File: src/rtl/apvm_delay_pkg.sv
// -----------------------------------------------------------------------------
// apvm_delay_pkg
// Shared types and helpers for the round-robin delay scheduler.
//   sched_state_t : scheduler FSM states (IDLE, COUNT, DONE)
//   DEF_NREQ      : default number of requesters
//   DEF_DW        : default delay-count width
//   rr_next()     : modulo-n increment used to advance the round-robin pointer
// -----------------------------------------------------------------------------
package apvm_delay_pkg;

    localparam int DEF_NREQ = 4;
    localparam int DEF_DW   = 32;

    typedef enum logic [1:0] {
        IDLE  = 2'd0,
        COUNT = 2'd1,
        DONE  = 2'd2
    } sched_state_t;

    // (idx + 1) mod n without a divider; idx is always < n.
    function automatic int unsigned rr_next(input int unsigned idx, input int unsigned n);
        return (idx + 32'd1 >= n) ? 32'd0 : idx + 32'd1;
    endfunction

endpackage

File: src/rtl/apvm_delay_sched_arb.sv
// -----------------------------------------------------------------------------
// apvm_rr_arb
// Combinational round-robin arbiter. The winner is the first set request at
// index ptr, ptr+1, ... (mod NREQ). The pointer register lives in the caller.
// Ports:
//   req        in  NREQ  request vector
//   ptr        in  IW    highest-priority index
//   win_onehot out NREQ  one-hot winner (all zero when nothing requests)
//   win_idx    out IW    winner index (0 when nothing requests)
//   win_valid  out 1     at least one request present
// -----------------------------------------------------------------------------
module apvm_rr_arb
    import apvm_delay_pkg::*;
#(
    parameter int NREQ = DEF_NREQ
) (
    input  logic [NREQ-1:0]         req,
    input  logic [$clog2(NREQ)-1:0] ptr,
    output logic [NREQ-1:0]         win_onehot,
    output logic [$clog2(NREQ)-1:0] win_idx,
    output logic                    win_valid
);

    localparam int IW = $clog2(NREQ);

    // Scan from the farthest offset back to ptr so the nearest request
    // (lowest offset) is the last assignment and therefore wins.
    always_comb begin
        logic [IW:0] slot;
        win_idx   = '0;
        win_valid = 1'b0;
        slot      = '0;
        for (int ofs = NREQ - 1; ofs >= 0; ofs--) begin
            slot = {1'b0, ptr} + (IW+1)'(ofs);
            if (slot >= (IW+1)'(NREQ)) begin
                slot = slot - (IW+1)'(NREQ);
            end
            if (req[slot[IW-1:0]]) begin
                win_idx   = slot[IW-1:0];
                win_valid = 1'b1;
            end
        end
    end

    for (genvar gi = 0; gi < NREQ; gi++) begin : g_onehot
        assign win_onehot[gi] = win_valid && (win_idx == IW'(gi));
    end

endmodule

File: src/rtl/apvm_delay_sched.sv
// -----------------------------------------------------------------------------
// apvm_delay_sched
// Shares one programmable delay down-counter among NREQ requesters using
// round-robin arbitration. A winner's delay is latched at grant, counted down
// to zero, then a one-cycle done pulse is returned to that winner.
// Optional feature macro: APVM_DELAY_SCHED_ABORT_EN (adds abort/aborted).
// Ports:
//   clk      in  1        rising-edge clock
//   rst_n    in  1        asynchronous active-low reset
//   req      in  NREQ     per-requester level request
//   delay_in in  NREQ*DW  packed delays, slice i = delay_in[i*DW +: DW]
//   gnt      out NREQ     one-hot grant while counting
//   done     out NREQ     one-hot one-cycle completion pulse
//   busy     out 1        high in COUNT or DONE
//   cur_id   out IW       active / last-serviced requester
//   dly_val  out DW       latched delay of the active request
//   dly_en   out 1        high while counting
//   abort    in  NREQ     per-requester cancel          (macro only)
//   aborted  out 1        done was caused by an abort   (macro only)
// -----------------------------------------------------------------------------
module apvm_delay_sched
    import apvm_delay_pkg::*;
#(
    parameter int NREQ = DEF_NREQ,
    parameter int DW   = DEF_DW
) (
    input  logic                    clk,
    input  logic                    rst_n,
    input  logic [NREQ-1:0]         req,
    input  logic [NREQ*DW-1:0]      delay_in,
    output logic [NREQ-1:0]         gnt,
    output logic [NREQ-1:0]         done,
    output logic                    busy,
    output logic [$clog2(NREQ)-1:0] cur_id,
    output logic [DW-1:0]           dly_val,
    output logic                    dly_en
`ifdef APVM_DELAY_SCHED_ABORT_EN
    ,
    input  logic [NREQ-1:0]         abort,
    output logic                    aborted
`endif
);

    localparam int IW = $clog2(NREQ);

    sched_state_t    state_reg, state_next;
    logic [DW-1:0]   cnt_reg, cnt_next;
    logic [DW-1:0]   dly_val_reg, dly_val_next;
    logic [IW-1:0]   cur_id_reg, cur_id_next;
    logic [IW-1:0]   ptr_reg, ptr_next;
    logic [NREQ-1:0] mask_reg, mask_next;   // one-hot of the active requester

    logic [NREQ-1:0] arb_onehot;
    logic [IW-1:0]   arb_idx;
    logic            arb_valid;
    logic [DW-1:0]   delay_arr [NREQ];

    for (genvar gi = 0; gi < NREQ; gi++) begin : g_delay_unpack
        assign delay_arr[gi] = delay_in[gi*DW +: DW];
    end

    apvm_rr_arb #(.NREQ(NREQ)) u_arb (
        .req        (req),
        .ptr        (ptr_reg),
        .win_onehot (arb_onehot),
        .win_idx    (arb_idx),
        .win_valid  (arb_valid)
    );

`ifdef APVM_DELAY_SCHED_ABORT_EN
    logic abort_hit;
    logic aborted_reg;
    assign abort_hit = abort[cur_id_reg];

    // An abort in COUNT always moves to DONE, so this flag is high for
    // exactly that DONE cycle.
    always_ff @(posedge clk or negedge rst_n) begin
        if (!rst_n) begin
            aborted_reg <= 1'b0;
        end else begin
            aborted_reg <= (state_reg == COUNT) && abort_hit;
        end
    end
    assign aborted = aborted_reg;
`else
    localparam logic abort_hit = 1'b0;
`endif

    always_ff @(posedge clk or negedge rst_n) begin
        if (!rst_n) begin
            state_reg   <= IDLE;
            cnt_reg     <= '0;
            dly_val_reg <= '0;
            cur_id_reg  <= '0;
            ptr_reg     <= '0;
            mask_reg    <= '0;
        end else begin
            state_reg   <= state_next;
            cnt_reg     <= cnt_next;
            dly_val_reg <= dly_val_next;
            cur_id_reg  <= cur_id_next;
            ptr_reg     <= ptr_next;
            mask_reg    <= mask_next;
        end
    end

    always_comb begin
        state_next   = state_reg;
        cnt_next     = cnt_reg;
        dly_val_next = dly_val_reg;
        cur_id_next  = cur_id_reg;
        ptr_next     = ptr_reg;
        mask_next    = mask_reg;
        case (state_reg)
            IDLE: begin
                if (arb_valid) begin
                    state_next   = COUNT;
                    cnt_next     = delay_arr[arb_idx];
                    dly_val_next = delay_arr[arb_idx];
                    cur_id_next  = arb_idx;
                    mask_next    = arb_onehot;
                end
            end
            COUNT: begin
                // Abort wins over natural expiry; both end in DONE.
                if (abort_hit || (cnt_reg == '0)) begin
                    state_next = DONE;
                end else begin
                    cnt_next = cnt_reg - DW'(1);
                end
            end
            DONE: begin
                state_next = IDLE;
                ptr_next   = IW'(rr_next(32'(cur_id_reg), NREQ));
            end
            default: begin
                state_next = IDLE;
            end
        endcase
    end

    assign gnt     = (state_reg == COUNT) ? mask_reg : '0;
    assign done    = (state_reg == DONE)  ? mask_reg : '0;
    assign busy    = (state_reg != IDLE);
    assign dly_en  = (state_reg == COUNT);
    assign cur_id  = cur_id_reg;
    assign dly_val = dly_val_reg;

endmodule

File: config.mk
export PLATFORM = sky130hd
export DESIGN_NAME = apvm_delay_sched
export DESIGN_NICKNAME = d
export VERILOG_FILES = /design/src/rtl/apvm_delay_pkg.sv /design/src/rtl/apvm_delay_sched_arb.sv /design/src/rtl/apvm_delay_sched.sv
export SDC_FILE = /design/constraint.sdc
export NUM_CORES = 1
export LEC_CHECK = 0
export ABC_AREA = 0
export CORE_ASPECT_RATIO = 0.8
export CORE_MARGIN = 5
export CORE_UTILIZATION = 45
export DETAILED_ROUTE_END_ITERATION = 16
export PLACE_DENSITY_LB_ADDON = 0.05
export REMOVE_ABC_BUFFERS = 1
export SLEW_MARGIN = 20
export SYNTH_ARGS = -nofsm -noshare
export SYNTH_HDL_FRONTEND = slang
export SYNTH_SLANG_ARGS = --single-unit
File: constraint.sdc
create_clock -name clk -period 2.8 [get_ports clk]
set_input_delay 0.42 -clock clk [delete_from_list [all_inputs] [get_ports clk]]
set_output_delay 0.42 -clock clk [all_outputs]
set_load 0.1 [all_outputs]
Yosys cells after proc, flatten, opt, wreduce, memory -nomap -nowiden
Cells that the tools add are included.
{"block": "totals", "inputBits": 134, "wordCells": 78, "regBits": 74, "out_inout_bits": 44}
{"block": "op_classes", "n_eq_ne": 8, "magnitude_cmp": 10, "reduce_logical": 12, "add_sub_neg": 9, "n_bitwise": 1, "muxes": 32}
{"cell": "$mux 32", "count": 4}
{"cell": "$bmux 32 s2", "count": 1}
{"cell": "$pmux 32 s2", "count": 1}
{"cell": "$logic_not 32->1", "count": 1}
{"cell": "$sub 32x1->32 const B", "count": 1}
{"cell": "$mux 2", "count": 11}
{"cell": "$ge 3x3->1 const B", "count": 5}
{"cell": "$lt 2x3->1 const B", "count": 4}
{"cell": "$bmux 1 s2", "count": 4}
{"cell": "$mux 1", "count": 8}
{"cell": "$mux 4", "count": 2}
{"cell": "$sub 2x1->2 const B", "count": 4}
{"cell": "$add 2x1->3 const B", "count": 2}
{"cell": "$add 2x2->3 const B", "count": 2}
{"cell": "$eq 2x2->1 const B", "count": 3}
{"cell": "$eq 2x1->1 const B", "count": 2}
{"cell": "$logic_and 1x1->1", "count": 4}
{"cell": "$logic_not 2->1", "count": 2}
{"cell": "$ne 2x1->1 const B", "count": 2}
{"cell": "$pmux 2 s2", "count": 1}
{"cell": "$reduce_and 2->1", "count": 2}
{"cell": "$reduce_bool 2->1", "count": 2}
{"cell": "$ge 2x3->1 const B", "count": 1}
{"cell": "$not 2->3", "count": 1}
{"cell": "other kinds (2)", "count": 2}

Depth between registers and ports, before layout
Gate-level depths: netlist of run 1.
{"block": "depth", "word_depth": 15, "mapped_depth": 11, "ltp_nobuf": 10}

Hierarchy
A second synthesis of run 1 with hierarchy kept.
{"block": "hier_totals", "cells_unflattened": 496, "hier_area_um2": 4685.7}
{"mod": "apvm_delay_sched", "area_per_inst_um2": 4510.6, "instances": 1, "cells_each": 466, "seq_area_each_um2": 1851.8}
{"mod": "apvm_rr_arb", "area_per_inst_um2": 175.2, "instances": 1, "cells_each": 30, "seq_area_each_um2": 0.0}

Worst setup path after synthesis of run 1
OpenSTA, ideal clock, no wires.
{"block": "synth_timing", "kind": "reg2out", "startpoint": "register state_reg[1]", "endpoint": "output gnt[0]", "path_buffers": 2, "path_stages_with_launch": 6, "required_ns": 2.380, "arrival_time_ns": 2.658, "slack_ns": -0.278, "cell_sequence": "dfrtp_1 nand2b_1 clkbuf_1 clkinv_1 clkbuf_1 and2_1"}
{"block": "synth_via", "elab_chain_cells": 2}
{"element": "start, declared", "line": "apvm_delay_sched.sv:46", "rtl": "sched_state_t state_reg, state_next;"}
{"element": "start signal, assigned", "line": "apvm_delay_sched.sv:98", "rtl": "state_reg <= state_next;"}
{"element": "$eq 2x1->1"}
{"element": "net dly_en", "line": "apvm_delay_sched.sv:36", "rtl": "output logic dly_en"}
{"element": "$mux 4", "line": "apvm_delay_sched.sv:142", "rtl": "assign gnt = (state_reg == COUNT) ? mask_reg : '0;"}
{"element": "end, declared", "line": "apvm_delay_sched.sv:31", "rtl": "output logic [NREQ-1:0] gnt,"}
The timed path passes the listed nets, and every way through them passes these cells.

Worst setup path after layout of run 1
{"block": "layout_timing", "startpoint": "register cnt_reg[9]", "endpoint": "register cnt_reg[20]"}
{"block": "layout_via", "elab_chain_cells": 3, "elab_cells_between_ends": 6, "cone_classes": "add/sub: 1; eq/ne: 1; mux: 2; reduce/logical: 2"}
{"element": "start, declared", "line": "apvm_delay_sched.sv:47", "rtl": "logic [DW-1:0] cnt_reg, cnt_next;"}
{"element": "start signal, assigned", "line": "apvm_delay_sched.sv:99", "rtl": "cnt_reg <= cnt_next;"}
{"element": "$sub 32x1->32 / $logic_not 32->1 (equally long branches)", "line": "apvm_delay_sched.sv:129, apvm_delay_sched.sv:126"}
{"element": "$mux 32 / $ne 2x2->1 (equally long branches)"}
{"element": "$pmux 32 s2 / $reduce_and 3->1 (equally long branches)"}
Parallel ways exist; a longest one is shown, timed or not. The select of a mux whose other input is x is not followed.
A chain may end at the register's enable or synchronous reset.

==> results.cfg, run 1 <==
[outcome]
outcome = finished, final reports clean

[placed_design]
hpwlAfterDp_mm = 11.5
dpl_cell_area_um2 = 6790
io_buffers = 177
post-place-ws_ns = 0.0273
place_congestion = 0.929
dp.cells = 816

[route]
drt_iter0_drc = 416
postRouteAntennaNets = 0
drc_errors = 0
wl_mm = 15.1
wl_per_cell_um = 18.1
viasPerCell = 5.69
vias = 4738
first_pass_iters = 5

[floorplan]
initial_core_util = 0.460
die_area_um2 = 12600
fp.dieW_um = 124
io_pins = 178
die_y_um = 101
rows = 33
core-area_um2 = 10200

[clock_tree]
h-tree-depth = 3
root_buffer = clkbuf_16
cts_tree = done
clock-sinks = 74
post_cts_buffers = 0
path_clk_slew_ns = 0.06
clock_path_buffers = 2
worstSkewPairLatency_ns = 0.33
cts-buffers-inserted = 9

[synth]
ys.flop_type = dfrtp_1
synth.top_cells.by_count = dfrtp_1 (74), nand2_1 (58), mux2i_1 (54), nor2_1 (31)
syn-mean-instance-area_um2 = 9.45
yosysMostFrequentCell = dfrtp_1
synthCells = 496
yosys.cell_types.count = 63
yosysTopAreaCellShare = 0.395
synth_top_area_cell = dfrtp_1
ys_ff_latch = 74
async_flop_share = 1.00
synth_area_um2 = 4690
ys.warnings.count = 0
synth.area.top_cells = dfrtp_1 (39%), mux2i_1 (12%), mux2_2 (5.8%), nand2_1 (4.6%), o21ai_0 (2.6%)
seq_area_frac_synth = 0.395
synth-edff-count = 0

[layout]
area_delta_synth_final_pct = 53.3
insertedDiodeCount = 0
layout-drive-gt1-share = 0.201
num-nets-final = 823
design_area_um2 = 7190
instances_no_fill = 832

[global_route]
grt_pass1_vias = 4775
grt_overflow_total = 0
grt_usage = 0.242
grt_max_degree = 75
grt_pass1_wl_mm = 23.8
antenna_found_initial = 0

[power]
power.density_nw_per_um2 = 752
switching_share = 0.411
power.internal_mw = 3.18
peakVddDrop_uv = 465
total_power_mw = 5.41
p_leak_nw = 3.17
p_seq_frac = 0.312
comb_power_share = 0.415
p_sw_mw = 2.22
clkPwrFrac = 0.273

[critical_path]
worstSetupEndpointType = flip-flop
cp_max_fo = 10
cp-start-kind = flip-flop
cp_data_required_time_ns = 3.01
crit_type = flip-flop to flip-flop
cp.arrival_ns = 2.89

[run]
maxCapViolCount = 0

[timing]
worst_slack_ns = 0.121
fin_skew_ns = 0.00518
rsz0062_at_grt = no
worst_pin_slew_ns = 0.923
fin_hold_ws_ns = 0.228
fmax_ghz = 0.373
relSlewSlack = 0.385
timing.final.crit_share = 0.957
finalSetupViolCount = 0
layout_min_cycle_time_ns = 2.68
hold_viol = 0
drv_slew = 0

[hold_path]
min_path_type = input pin to async pin
[timing repair]
| item | 4_1_cts | 5_1_grt |
|---|---|---|
| gates resized for setup | 0 | 2 |
| endpoints found under the setup margin | 0 | 5 |
| hold endpoints to repair | 0 | 0 |
| hold buffers | 0 | 0 |
[final cells by class]
cell class | count | area (µm²)
Timing Repair Buffer | 211 | 2030
Clock buffer | 12 | 267
Inverter | 7 | 26.3
Clock inverter | 4 | 120
Fill cell | 783 | 3010
Sequential cell | 74 | 1850
Tap cell | 140 | 175
Multi-Input combinational cell | 384 | 2720
[worst max-delay path, stage by stage (launching register included)]
cell	delay (ns)
dfrtp_1	0.43
or4_1	0.60
or3_1	0.46
nor4_4	0.23
nor2_2	0.09
nor2_4	0.16
inv_2	0.13
buf_4	0.20
o221ai_1	0.20
a21oi_1	0.07
[logic make-up after synthesis]
| group | Yosys count | share of synthesized area |
|---|---|---|
| AOI/OAI and AO/OA | 126 | 0.194 |
| xor gates and xnor gates | 7 | 0.0131 |
| adders and majority gates | 2 | 0.00534 |
| buffers and inverters | 38 | 0.0323 |
| DFF | 74 | 0.395 |
| muxes | 78 | 0.173 |
| and+or+nand+nor | 171 | 0.187 |
[path summary, 6_finish.rpt]
kind	startpoint	endpoint	slack, ns	cells past startpoint
max	cnt_reg[9]$_DFFE_PN0P_	cnt_reg[20]$_DFFE_PN0P_	0.12	9
min reg2reg	dly_val[1]$_DFFE_PN0P_	dly_val[1]$_DFFE_PN0P_	0.48	2
min in group clk	dly_val[1]$_DFFE_PN0P_	dly_val[1]$_DFFE_PN0P_	0.48	2
min	rst_n	dly_val[3]$_DFFE_PN0P_	0.23	1
max in group asynchronous	rst_n	mask_reg[1]$_DFFE_PN0P_	1.98	1
max reg2reg	cnt_reg[9]$_DFFE_PN0P_	cnt_reg[20]$_DFFE_PN0P_	0.12	9
[power by group through the flow]
stage / combinational (mW) / clock, mW / sequential (mW)
floorplan: 0.715 / 0 / 2.46
global placement: 2.21 / 0 / 1.68
detailed placement: 2.25 / 0 / 1.69
CTS: 2.25 / 1.49 / 1.68
global route: 2.38 / 1.53 / 1.73
finish: 2.24 / 1.47 / 1.69
[placed cells by master, fill, tap and decap left out, drive strengths merged, types with 7 or more instances in the layout]
master         netlist  final
nor4                10     10
buf                  8     79
nand3               11     11
o31a                 7      7
a211oi               8      8
clkbuf              23     12
o21ai               25     25
nor3                15     15
mux2                24     24
mux2i               54     54
a21oi               18     18
dfrtp               74     74
a221o                7      7
a311oi               7      7
clkdlybuf4s50        0    132
a21o                11     11
and2                 8      8
nor2                33     33
nand2               58     58
[stage by stage]
step / util / TNS [ns]
floorplan: - / -30.76
global placement: 0.666 / 0
detailed placement: 0.666 / 0
CTS: 0.704 / 0
global route: 0.705 / 0
finish: 0.705 / 0
[metal layers]
metal	global-route usage	wire length (µm)	part of all wire	vias to the layer above
met2	0.407	7290	0.48	209
met3	0.0553	1340	0.088	16
met4	0.0657	196	0.013	0
met1	0.316	6260	0.42	2248
li1	-	-	-	2265
met5	0	0	0	-
(Power assumes the default switching activity.)
==> inputs of run 2 (changes only) <==
GPL_TIMING_DRIVEN = 0   (was default)
==> run 2 against run 1 <==
Effect of this change:
- design area decreased by 1.3%
- first-iteration DRC count decreased by 7.9%
- utilization is 0.88 points lower
- non-clock buffer count shrank 24
- critical path type unchanged
- largest cell class unchanged
==> results.cfg, run 2 (same netlist as run 1, synthesis figures left out) <==
[floorplan]
rows = 33
die_y_um = 101
io_pins = 178
core-area_um2 = 10200
initial_core_util = 0.460
fp.dieW_um = 124
die_area_um2 = 12600

[hold_path]
min_path_type = flip-flop to flip-flop

[placed_design]
dp.cells = 787
io_buffers = 177
place_congestion = 0.869
hpwlAfterDp_mm = 10.9
post-place-ws_ns = -1.18

[critical_path]
cp-endpoint = cnt_reg[0]$_DFFE_PN0P_
cp_common_cell = nor2_4
cp_max_fo = 17
worstSetupEndpointType = flip-flop
cp_cell_sequence = or4_4 > or3_4 > nor4_4 > nor2_4 > nor2_4 > inv_6 > and3_1 > a211o_1
crit_slowest_cell = or4_4
cpPeakStageDelay_ns = 0.56
cp.arrival_ns = 2.98
cp-start-kind = flip-flop
worstReg2RegStart = cnt_reg[28]$_DFFE_PN0P_
worst-path-buf-inv = 1
r2r-end = cnt_reg[0]$_DFFE_PN0P_
worstSetupPathDepth = 8
reg2reg_depth = 8
r2r_slack_ns = 0.05
path_delay_family = simple AND/OR/NAND/NOR gates
cp_data_required_time_ns = 3.02
crit_type = flip-flop to flip-flop
critPathLaunch = cnt_reg[28]$_DFFE_PN0P_

[route]
wl_per_cell_um = 18.5
vias = 4631
first_pass_iters = 5
postRouteAntennaNets = 0
viasPerCell = 5.72
drc_errors = 0
drt_iter0_drc = 383
wl_mm = 14.9

[global_route]
grt_pass1_wl_mm = 23.2
grt_usage = 0.231
antenna_found_initial = 0
grt_overflow_total = 0
grt_pass1_vias = 4672
grt_max_degree = 67

[clock_tree]
h-tree-depth = 3
cts_tree = done
root_buffer = clkbuf_16
clock_path_buffers = 2
worstSkewPairLatency_ns = 0.33
cts-buffers-inserted = 9
path_clk_slew_ns = 0.06
clock-sinks = 74

[timing]
finalSetupViolCount = 0
timing.final.crit_share = 0.983
rsz0062_at_grt = yes
relSlewSlack = 0.328
hold_viol = 0
fmax_ghz = 0.363
layout_min_cycle_time_ns = 2.75
drv_slew = 0
worst_slack_ns = 0.0478
worst_pin_slew_ns = 1.00
fin_skew_ns = 0.0107

[layout]
insertedDiodeCount = 0
area_delta_synth_final_pct = 51.4
mostFrequentLayoutCells = clkdlybuf4s50_1 (167), dfrtp_1 (71), nand2_1 (58)
instances_no_fill = 809
layout-drive-gt1-share = 0.124
num-nets-final = 800
layout_commonest_cell = clkdlybuf4s50_1

[power]
power.density_nw_per_um2 = 729
peakVddDrop_uv = 445
p_leak_nw = 2.99

[run]
maxCapViolCount = 0

[outcome]
outcome = finished, final reports clean
-- run 2: changes by cell type in the layout (fill, tap and decap cells not counted), moves of 4 or more --
cell             delta
buf_12              -8
buf_4              -64
clkdlybuf4s50_1    +35
dlygate4sd2_1       +4
clkdlybuf4s15_2     +5
-- run 2: final cells by class --
| class | count | area [µm²] |
|---|---|---|
| fill | 817 | 3100 |
| multi-input combinational | 385 | 2790 |
| timing repair buffer | 187 | 1920 |
| sequential | 74 | 1860 |
| clock buffer | 12 | 246 |
| tap | 140 | 175 |
| clock inverter | 4 | 75.1 |
| inverter | 7 | 36.3 |
-- run 2: report_power, final --
group / total, mW / switching (mW) / internal (mW)
Combinational: 2.22 / 1.44 / 0.782
Clock: 1.25 / 0.443 / 0.805
Sequential: 1.71 / 0.345 / 1.36
Total: 5.17 / 2.22 / 2.95
-- run 2: worst min path at each step --
stage / from / cells past startpoint / slack, ns / endpoint
5_1_grt: dly_val[4]$_DFFE_PN0P_ / 1 / 0.50 / dly_val[4]$_DFFE_PN0P_
3_5_place_dp: rst_n / 1 / 0.35 / dly_val[23]$_DFFE_PN0P_
6_report: dly_val[4]$_DFFE_PN0P_ / 1 / 0.48 / dly_val[4]$_DFFE_PN0P_
4_1_cts: dly_val[4]$_DFFE_PN0P_ / 1 / 0.48 / dly_val[4]$_DFFE_PN0P_
3_3_place_gp: dly_val[2]$_DFFE_PN0P_ / 1 / 0.46 / dly_val[2]$_DFFE_PN0P_
2_1_floorplan: rst_n / 0 / 0.12 / cnt_reg[0]$_DFFE_PN0P_
-- run 2: metrics by stage --
step / instance area (µm²) / hold WS [ns] / utilization / TNS (ns) / total power, mW
floorplan: 4560 / 0.124 / - / -30.76 / 3.17
global placement: 6510 / 0.460 / 0.638 / -209.25 / 3.81
detailed placement: 6640 / 0.352 / 0.651 / -15.92 / 3.88
CTS: 7040 / 0.478 / 0.690 / -0.0109 / 5.16
global route: 7100 / 0.498 / 0.696 / -0.0451 / 5.39
finish: 7100 / 0.475 / 0.696 / 0 / 5.17
-- run 2: worst reg2reg max path, stage by stage (launching register included) --
cell     delay, ns
dfrtp_2       0.43
or4_4         0.56
or3_4         0.41
nor4_4        0.38
nor2_4        0.11
nor2_4        0.18
inv_6         0.10
and3_1        0.20
a211o_1       0.25
-- run 2: repair_timing --
item,in CTS,in global routing
buffers inserted,2,2
pin swaps,2,5
setup endpoints to repair,36,15
endpoints found under the hold margin,11,0
gates resized for setup,31,10
cloned,0,1
hold buffers,1,0
-- run 2: per-layer routing --
metal	routed length (µm)	track usage	share of wire
met4	165	0.0522	0.011
met2	7240	0.392	0.48
met3	1130	0.0536	0.076
met1	6410	0.302	0.43
met5	0	0	0
